### src/rtl/tqvp_bus_arbiter.sv
// Serialises two requesters (SPI bridge m0, command sequencer m1) onto one TinyQV peripheral bus.
// Registered one-cycle strobes; reads wait for data_ready up to TIMEOUT cycles, then abort with err.
module tqvp_bus_arbiter #(
  parameter bit FIXED_PRIO = 1'b0,
  parameter int TIMEOUT    = 15
) (
  input  logic        clk,
  input  logic        rst,
  input  logic        m0_req,
  input  logic        m0_we,
  input  logic [1:0]  m0_txn,
  input  logic [5:0]  m0_addr,
  input  logic [31:0] m0_wdata,
  output logic        m0_ack,
  output logic        m0_err,
  input  logic        m1_req,
  input  logic        m1_we,
  input  logic [1:0]  m1_txn,
  input  logic [5:0]  m1_addr,
  input  logic [31:0] m1_wdata,
  output logic        m1_ack,
  output logic        m1_err,
  output logic [31:0] rdata,
  output logic        grant_id,
  output logic        busy,
  output logic [5:0]  address,
  output logic [31:0] data_in,
  output logic [1:0]  data_write_n,
  output logic [1:0]  data_read_n,
  input  logic [31:0] data_out,
  input  logic        data_ready
);
  localparam int CW = $clog2(TIMEOUT + 1);

  typedef enum logic [1:0] {IDLE, ISSUE, WAIT, DONE} state_e;
  state_e state_q, state_d;

  logic          we_q, we_d;
  logic [1:0]    txn_q, txn_d;
  logic [CW-1:0] cnt_q, cnt_d;
  logic          last_grant_q, last_grant_d;
  logic          grant_q, grant_d;
  logic [5:0]    address_q, address_d;
  logic [31:0]   data_in_q, data_in_d;
  logic [1:0]    wr_n_q, wr_n_d;
  logic [1:0]    rd_n_q, rd_n_d;
  logic [31:0]   rdata_q, rdata_d;
  logic          ack0_q, ack0_d, ack1_q, ack1_d;
  logic          err0_q, err0_d, err1_q, err1_d;
  logic          busy_q, busy_d;

  logic          any_req, win, sel_we, fin_err;
  logic [1:0]    sel_txn;
  logic [5:0]    sel_addr;
  logic [31:0]   sel_wdata, rd_masked;

  always_comb begin
    any_req = m0_req | m1_req;
    if (m0_req && m1_req) win = FIXED_PRIO ? 1'b0 : ~last_grant_q;
    else                  win = m1_req;
    sel_we    = win ? m1_we    : m0_we;
    sel_txn   = win ? m1_txn   : m0_txn;
    sel_addr  = win ? m1_addr  : m0_addr;
    sel_wdata = win ? m1_wdata : m0_wdata;
  end

  // Narrow reads only return the bytes the transaction actually covers.
  always_comb begin
    case (txn_q)
      2'b00:   rd_masked = {24'h0, data_out[7:0]};
      2'b01:   rd_masked = {16'h0, data_out[15:0]};
      default: rd_masked = data_out;
    endcase
  end

  always_ff @(posedge clk) begin
    if (rst) state_q <= IDLE;
    else     state_q <= state_d;
  end

  always_comb begin
    state_d = state_q;
    case (state_q)
      IDLE:    if (any_req) state_d = (sel_txn == 2'b11) ? DONE : ISSUE;
      ISSUE:   state_d = (we_q || data_ready) ? DONE : WAIT;
      WAIT:    if (data_ready || cnt_q == CW'(TIMEOUT - 1)) state_d = DONE;
      DONE:    state_d = IDLE;
      default: state_d = IDLE;
    endcase
  end

  always_comb begin
    we_d         = we_q;
    txn_d        = txn_q;
    cnt_d        = cnt_q;
    last_grant_d = last_grant_q;
    grant_d      = grant_q;
    address_d    = address_q;
    data_in_d    = data_in_q;
    rdata_d      = rdata_q;
    wr_n_d       = 2'b11;
    rd_n_d       = 2'b11;
    fin_err      = 1'b0;
    case (state_q)
      IDLE: begin
        if (any_req) begin
          grant_d      = win;
          last_grant_d = win;
          we_d         = sel_we;
          txn_d        = sel_txn;
          rdata_d      = '0;
          if (sel_txn == 2'b11) begin
            fin_err = 1'b1;
          end else begin
            address_d = sel_addr;
            data_in_d = sel_wdata;
            if (sel_we) wr_n_d = sel_txn;
            else        rd_n_d = sel_txn;
          end
        end
      end
      ISSUE: begin
        cnt_d = '0;
        if (!we_q && data_ready) rdata_d = rd_masked;
      end
      WAIT: begin
        if (data_ready)                         rdata_d = rd_masked;
        else if (cnt_q == CW'(TIMEOUT - 1))     fin_err = 1'b1;
        else                                    cnt_d   = cnt_q + 1'b1;
      end
      default: ;
    endcase
    // DONE is only ever entered for one cycle, so the ack is a single pulse.
    ack0_d = (state_d == DONE) && !grant_d;
    ack1_d = (state_d == DONE) &&  grant_d;
    err0_d = ack0_d && fin_err;
    err1_d = ack1_d && fin_err;
    busy_d = (state_d != IDLE);
  end

  always_ff @(posedge clk) begin
    if (rst) begin
      we_q         <= 1'b0;
      txn_q        <= 2'b00;
      cnt_q        <= '0;
      last_grant_q <= 1'b1;
      grant_q      <= 1'b0;
      address_q    <= '0;
      data_in_q    <= '0;
      wr_n_q       <= 2'b11;
      rd_n_q       <= 2'b11;
      rdata_q      <= '0;
      ack0_q       <= 1'b0;
      ack1_q       <= 1'b0;
      err0_q       <= 1'b0;
      err1_q       <= 1'b0;
      busy_q       <= 1'b0;
    end else begin
      we_q         <= we_d;
      txn_q        <= txn_d;
      cnt_q        <= cnt_d;
      last_grant_q <= last_grant_d;
      grant_q      <= grant_d;
      address_q    <= address_d;
      data_in_q    <= data_in_d;
      wr_n_q       <= wr_n_d;
      rd_n_q       <= rd_n_d;
      rdata_q      <= rdata_d;
      ack0_q       <= ack0_d;
      ack1_q       <= ack1_d;
      err0_q       <= err0_d;
      err1_q       <= err1_d;
      busy_q       <= busy_d;
    end
  end

  assign m0_ack       = ack0_q;
  assign m0_err       = err0_q;
  assign m1_ack       = ack1_q;
  assign m1_err       = err1_q;
  assign rdata        = rdata_q;
  assign grant_id     = grant_q;
  assign busy         = busy_q;
  assign address      = address_q;
  assign data_in      = data_in_q;
  assign data_write_n = wr_n_q;
  assign data_read_n  = rd_n_q;

endmodule
### config.mk
export PLATFORM = sky130hd
export DESIGN_NAME = tqvp_bus_arbiter
export DESIGN_NICKNAME = d
export VERILOG_FILES = /design/src/rtl/tqvp_bus_arbiter.sv
export SDC_FILE = /design/constraint.sdc
export NUM_CORES = 1
export LEC_CHECK = 0
export BUFFER_PORTS_ARGS = -buffer_cell sky130_fd_sc_hd__buf_2
export CAP_MARGIN = 20
export CELL_PAD_IN_SITES_DETAIL_PLACEMENT = 1
export CELL_PAD_IN_SITES_GLOBAL_PLACEMENT = 2
export CORE_MARGIN = 5
export CORE_UTILIZATION = 25
export CTS_CLUSTER_SIZE = 30
export DETAILED_ROUTE_END_ITERATION = 6
export GPL_TIMING_DRIVEN = 0
export PLACE_DENSITY = 0.88
export SLEW_MARGIN = 10
export SYNTH_ARGS = -nofsm -noshare
export SYNTH_HDL_FRONTEND = slang
export SYNTH_SLANG_ARGS = --single-unit
### constraint.sdc
create_clock -name clk -period 2.2 [get_ports clk]
set_input_delay 0.11 -clock clk [delete_from_list [all_inputs] [get_ports clk]]
set_output_delay 0.11 -clock clk [all_outputs]
set_load 0.02 [all_outputs]
==> impl_metrics.ini, run 1 <==
[yosys]
yosysWarnings = 0
synth_top_area_share_pct = 44.7
yosys.area.top_type = dfxtp_1
synth_nets = 597
synth_edf_count = 0
ys_seq_area_share_pct = 44.7
synth_flop_cell = dfxtp_1
netlist_instances = 472
async_flop_share_pct = 0
ys_seq_elements = 90
syn_area_sq_mm = 0.00403
avgSynthCellArea_sq_um = 8.54
synth_area_leaders = dfxtp_1, a21oi_1, nand2_1
synth.distinct_cells = 37

[pwr]
ir_drop_v = 0.000374
p_total_mw = 6.84
power_density_mw_per_mm2 = 1220
power_leakage_nw = 2.44

[sta]
finalCriticalPeriod_ns = 2.09
skew_ns = 0.00793
timing.final.crit_share_pct = 95.0
fmax_mhz = 479
hold_viol = 0
worst_slew_pin_slew_ns = 0.730
fin_ws_ns = 0.110
rsz0062_at_grt = false
setup_viol = 0
drv_slew = 0
slew_headroom_pct = 51.4

[final_layout]
multiInputGateArea_sq_mm = 0.00202
nNetsFinal = 806
area_growth_pct = 39.3
n_fill_cell = 1948
layout-drive-gt1-share_pct = 37.6
layout.area.seq_sq_mm = 0.00180

[critical_path]
cp_data_required_time_ns = 2.47
crit_start = state_q[0]
cp-start-kind = register
arrival_ns = 2.36
setup.worst_path.end_class = register
critPathKind = register to register
regToRegStartpoint = state_q[0]
path_max_fanout = 10

[global_routing]
grt_pass1_vias = 4836
grt_overflow = 0
grt_max_degree = 16
antenna_found_initial = 0
grt_pass1_wl_mm = 24.7
grtUsageTotal_pct = 16.7

[drt]
met1_length_mm = 6.17
routed.top_layer = met4
vias = 4384
wl_met2_mm = 7.61
drt_iter0_markers = 123
drt-total-wl_mm = 15.7
wl_per_cell_microns = 17.4
dr_wl_met3_mm = 1.65
ant_nets = 0
vias_per_cell = 4.85
first_pass_iters = 4
post-route-drc-count = 0

[die]
chipHeight_microns = 137
die_w_microns = 137
core-area_sq_mm = 0.0158
start_util_pct = 25.5
io_pins = 199
rows = 46
die-area_sq_mm = 0.0188

[placement]
dpl_worst_slack_ns = -0.0565
gp_congestion = 0.825
port-buffer-count = 197
hpwl_mm = 12.7

[flow_run]
drv_cap = 0

[clock_tree]
cts_tree = yes
clock-sinks = 90
clockBufferDepth = 2
worstSkewPairLatency_ns = 0.34
cts_buffers = 9
ctsHoldBuffers = 0
htree_levels = 3
clkSlewWorstSetupHoldPaths_ns = 0.07
clockRootBuffer = clkbuf_16

[outcome]
status = complete, no violations

[min_path]
hold_path_startpoint = data_out[22]
min_path_type = primary input to register
## Yosys cell counts (all sizes together), types with 4 or more instances
cell type and count:
a21oi 73, dfxtp 90, o21ai 9, ha 6, buf 15, nor2b 4
nor3b 4, nand2 93, nand2b 32, clkbuf 26, a311oi 41, inv 6
nor2 10, nand3 33, nor3 9
## layout make-up
| cell class | instances | area share [%] |
|---|---|---|
| multi-input cells | 335 | 35.9 |
| flip-flops and latches | 90 | 32.1 |
| repair buffers | 198 | 17.9 |
| well taps | 216 | 4.82 |
| clock buffers | 9 | 4.01 |
| plain buffers | 41 | 3.48 |
| clock inverters | 7 | 1.25 |
| inverters | 6 | 0.401 |
| diodes | 1 | 0.0446 |
## final timing paths
kind	slack, ns	to	cells after the start
setup / recovery	0.11	rdata[4]	8
hold / removal	0.02	rdata[22]	3
setup reg to reg	0.11	rdata[4]	8
hold reg to reg	0.47	rdata[18]	2
## critical path: stages, from the launching register on
cell and delay [ns]:
dfxtp_1 0.38, inv_1 0.09, ha_1 0.26, or2_1 0.27, a221oi_4 0.34, buf_12 0.16, clkbuf_4 0.21, nand3_1 0.12
a21oi_1 0.17
## repair_timing
action,in CTS,in global routing
setup endpoints to repair,27,33
resized for setup,0,11
pin swaps,1,0
endpoints found under the hold margin,0,0
setup buffers,1,0
gates cloned,0,0
## metal layers
metal / vias up / track usage (%)
met1: 2082 / 18.2
met2: 181 / 29.1
met5: - / 0
met3: 28 / 6.95
li1: 2093 / -
met4: 0 / 5.93
## sequential cells by signal (all words and copies together), names as in the netlist
signal	count
data_in	32
rdata	32
address	6
cnt_q	4
data_read_n	2
data_write_n	2
state_q	2
txn_q	2
busy	1
grant_id	1
last_grant_q	1
m0_ack	1
m0_err	1
m1_ack	1
m1_err	1
we_q	1
## placed cells by master, fill, tap and decap left out, types with 2 or more instances in the layout
cell type  count
a21oi_1       73
a22oi_1        2
a311oi_1      21
a311oi_2      20
a31oi_1        2
buf_2        208
buf_6          2
clkbuf_1      21
clkbuf_16      9
clkbuf_2       4
clkinv_2       3
clkinv_4       2
dfxtp_1       90
ha_1           6
inv_1          6
nand2_1       93
nand2b_1      32
nand3_1       33
nor2_1         9
nor2b_1        4
nor3_1         9
nor3b_1        4
o21a_1         2
o21ai_0        8
## cell families (layout without fill, tap and decap cells)
kind of cell / Yosys count / after routing / synth area share [%]
AOI/OAI and AO/OA: 138 / 138 / 25.7
adders and majority gates: 6 / 6 / 1.86
buffers and inverters: 47 / 261 / 5.22
DFF: 90 / 90 / 44.7
muxes: 2 / 2 / 0.621
other: 0 / 1 / 0
and+or+nand+nor: 189 / 189 / 21.8
## through the flow
stage / std cells / area [sq um] / TNS [ns] / utilization, % / hold slack [ns]
2_1_floorplan: 472 / 4030 / 0 / - / 0.249
3_3_place_gp: 885 / 5290 / 0 / 33.4 / 0.370
3_5_place_dp: 885 / 5290 / -0.602 / 33.4 / 0.375
4_1_cts: 902 / 5600 / 0 / 35.4 / 0.00344
5_1_grt: 902 / 5610 / 0 / 35.4 / 0.0203
6_report: 903 / 5610 / 0 / 35.4 / 0.0181
## where the power goes
part / internal [mW] / total [mW] / leakage [nW] / switching, mW
registers: 2.01 / 2.24 / 0.738 / 0.223
clock network: 0.879 / 1.55 / 0.145 / 0.676
logic: 1.14 / 3.05 / 1.56 / 1.91
No activity file was read; power rests on OpenSTA's default activity.
==> run 2: changes to the inputs <==
Settings changed: CORE_MARGIN 5 to 1, CORE_UTILIZATION 25 to 26, CTS_BUF_LIST set to sky130_fd_sc_hd__clkbuf_8, PLACE_DENSITY 0.88 to 0.91.
==> impl_metrics.ini, run 2 (same netlist as run 1, synthesis figures left out) <==
[clock_tree]
htree_levels = 3
clkSlewWorstSetupHoldPaths_ns = 0.10
clock-sinks = 90
cts_buffers = 9
worstSkewPairLatency_ns = 0.38
cts_tree = yes
clockRootBuffer = clkbuf_8
clockBufferDepth = 2

[placement]
gp_congestion = 0.790
placed_cell_area_sq_mm = 0.00525
hpwl_mm = 11.5
port-buffer-count = 197

[sta]
fmax_mhz = 479
finalCriticalPeriod_ns = 2.09
drv_slew = 0
hold_viol = 0
rsz0062_at_grt = false
skew_ns = 0.0146
setup_viol = 0
timing.final.crit_share_pct = 94.8
worst_slew_pin_slew_ns = 0.686
slew_headroom_pct = 54.3

[outcome]
status = complete, no violations

[drt]
drt-total-wl_mm = 15.8
vias_per_cell = 4.88
ant_nets = 0
post-route-drc-count = 0
vias = 4588
drt_iter0_markers = 127
first_pass_iters = 4
wl_per_cell_microns = 16.8

[critical_path]
cp-start-kind = register
path_max_fanout = 10
reg2reg_depth = 8
r2r_slack_ns = 0.11
r2r-end = rdata[24]
critPathKind = register to register
setup.worst_path.end_class = register
worst_path_largest_cell_delay_ns = 0.40
critPathSlowestCell = dfxtp_1
crit_start = state_q[0]
cp_data_required_time_ns = 2.50
regToRegStartpoint = state_q[0]
path_cells = inv_1 > ha_1 > or2_1 > a221oi_4 > buf_12 > clkbuf_4 > nand3_1 > a21oi_1
arrival_ns = 2.39

[die]
chipHeight_microns = 126
core-area_sq_mm = 0.0151
rows = 45
io_pins = 199
start_util_pct = 26.6
die_w_microns = 126
die-area_sq_mm = 0.0160

[min_path]
hold_path_end = data_in[15]
min_path_type = primary input to register
holdPathStages = 3
hold_path_startpoint = m0_wdata[15]

[global_routing]
antenna_found_initial = 0
grt_pass1_vias = 5027
grt_overflow = 0
grt_max_degree = 15
grt_pass1_wl_mm = 24.9
grtUsageTotal_pct = 19.8

[pwr]
power_density_mw_per_mm2 = 1070
ir_drop_v = 0.000392
power_leakage_nw = 2.69

[final_layout]
layout-drive-gt1-share_pct = 34.3
nNetsFinal = 873
final_area_sq_mm = 0.00615
diodes = 0
area_growth_pct = 52.6
n_fill_cell = 1824
post-route-util_pct = 40.6
final_common_cell = buf_2
most-common-layout-cells = buf_2, nand2_1, dfxtp_1

[flow_run]
drv_cap = 0
## run 2: changes by cell type in the layout (fill, tap and decap cells not counted), sizes merged
cell	change
buf	-3
diode	-1
clkinv	-2
inv	+1
dlygate4sd3	+67
clkbuf	+4
clkinvlp	-1
## run 2: how the worst max path moves through the flow
stage,to,cells after the start
detailed placement,rdata[6],7
global route,rdata[2],8
CTS,rdata[6],8
finish,rdata[24],8
global placement,rdata[1],7
floorplan,rdata[4],7
## run 2: repair_timing
item | in CTS | in global routing
pin swaps | 1 | 0
resized for setup | 0 | 16
setup buffers | 1 | 0
endpoints found under the setup margin | 32 | 37
hold buffers | 67 | 0
endpoints found under the hold margin | 52 | 0
## run 2: stage by stage
step / TNS (ns) / power (mW) / hold slack [ns] / worst slack, ns / std cells
final: 0 / 6.56 / 0.0224 / 0.114 / 940
after global routing: 0 / 6.98 / 0.00867 / 0.00728 / 940
after CTS: 0 / 6.59 / 0.000195 / 0.00187 / 940
after detailed placement: -2.03 / 5.26 / 0.374 / -0.113 / 857
after global placement: 0 / 5.13 / 0.371 / 0.0293 / 857
after floorplan: 0 / 4.25 / 0.249 / 0.413 / 472
## run 2: final cells by class
cell class / instances / area [sq um] / area share, %
Buffer: 41 / 203 / 3.30
Clock buffer: 10 / 138 / 2.24
Clock inverter: 5 / 56.3 / 0.916
Inverter: 6 / 22.5 / 0.366
Multi-Input combinational cell: 335 / 2020 / 32.8
Sequential cell: 90 / 1800 / 29.3
Tap cell: 188 / 235 / 3.83
Timing Repair Buffer: 265 / 1680 / 27.3
## run 2: per-layer routing
layer	up-vias	routed length [microns]	GRT usage, %
li1	2227	-	-
met5	-	0	0
met3	23	946	5.40
met1	2181	6540	21.2
met2	157	8000	37.2
met4	0	277	7.02
## run 2: critical path: cells and delay by family, from the launching register on
kind                     cells  cell delay, ns
AO/OA/AOI/OAI                2            0.51
AND/OR/NAND/NOR              2            0.39
flip-flops                   1            0.40
buffers and inverters        3            0.44
adder cells (fa/ha/maj)      1            0.28
## run 2: report_power, final
group,switching [mW],total [mW],internal [mW]
clock,0.624,1.17,0.549
combinational,1.91,3.14,1.23
sequential,0.231,2.24,2.01
total,2.76,6.56,3.79
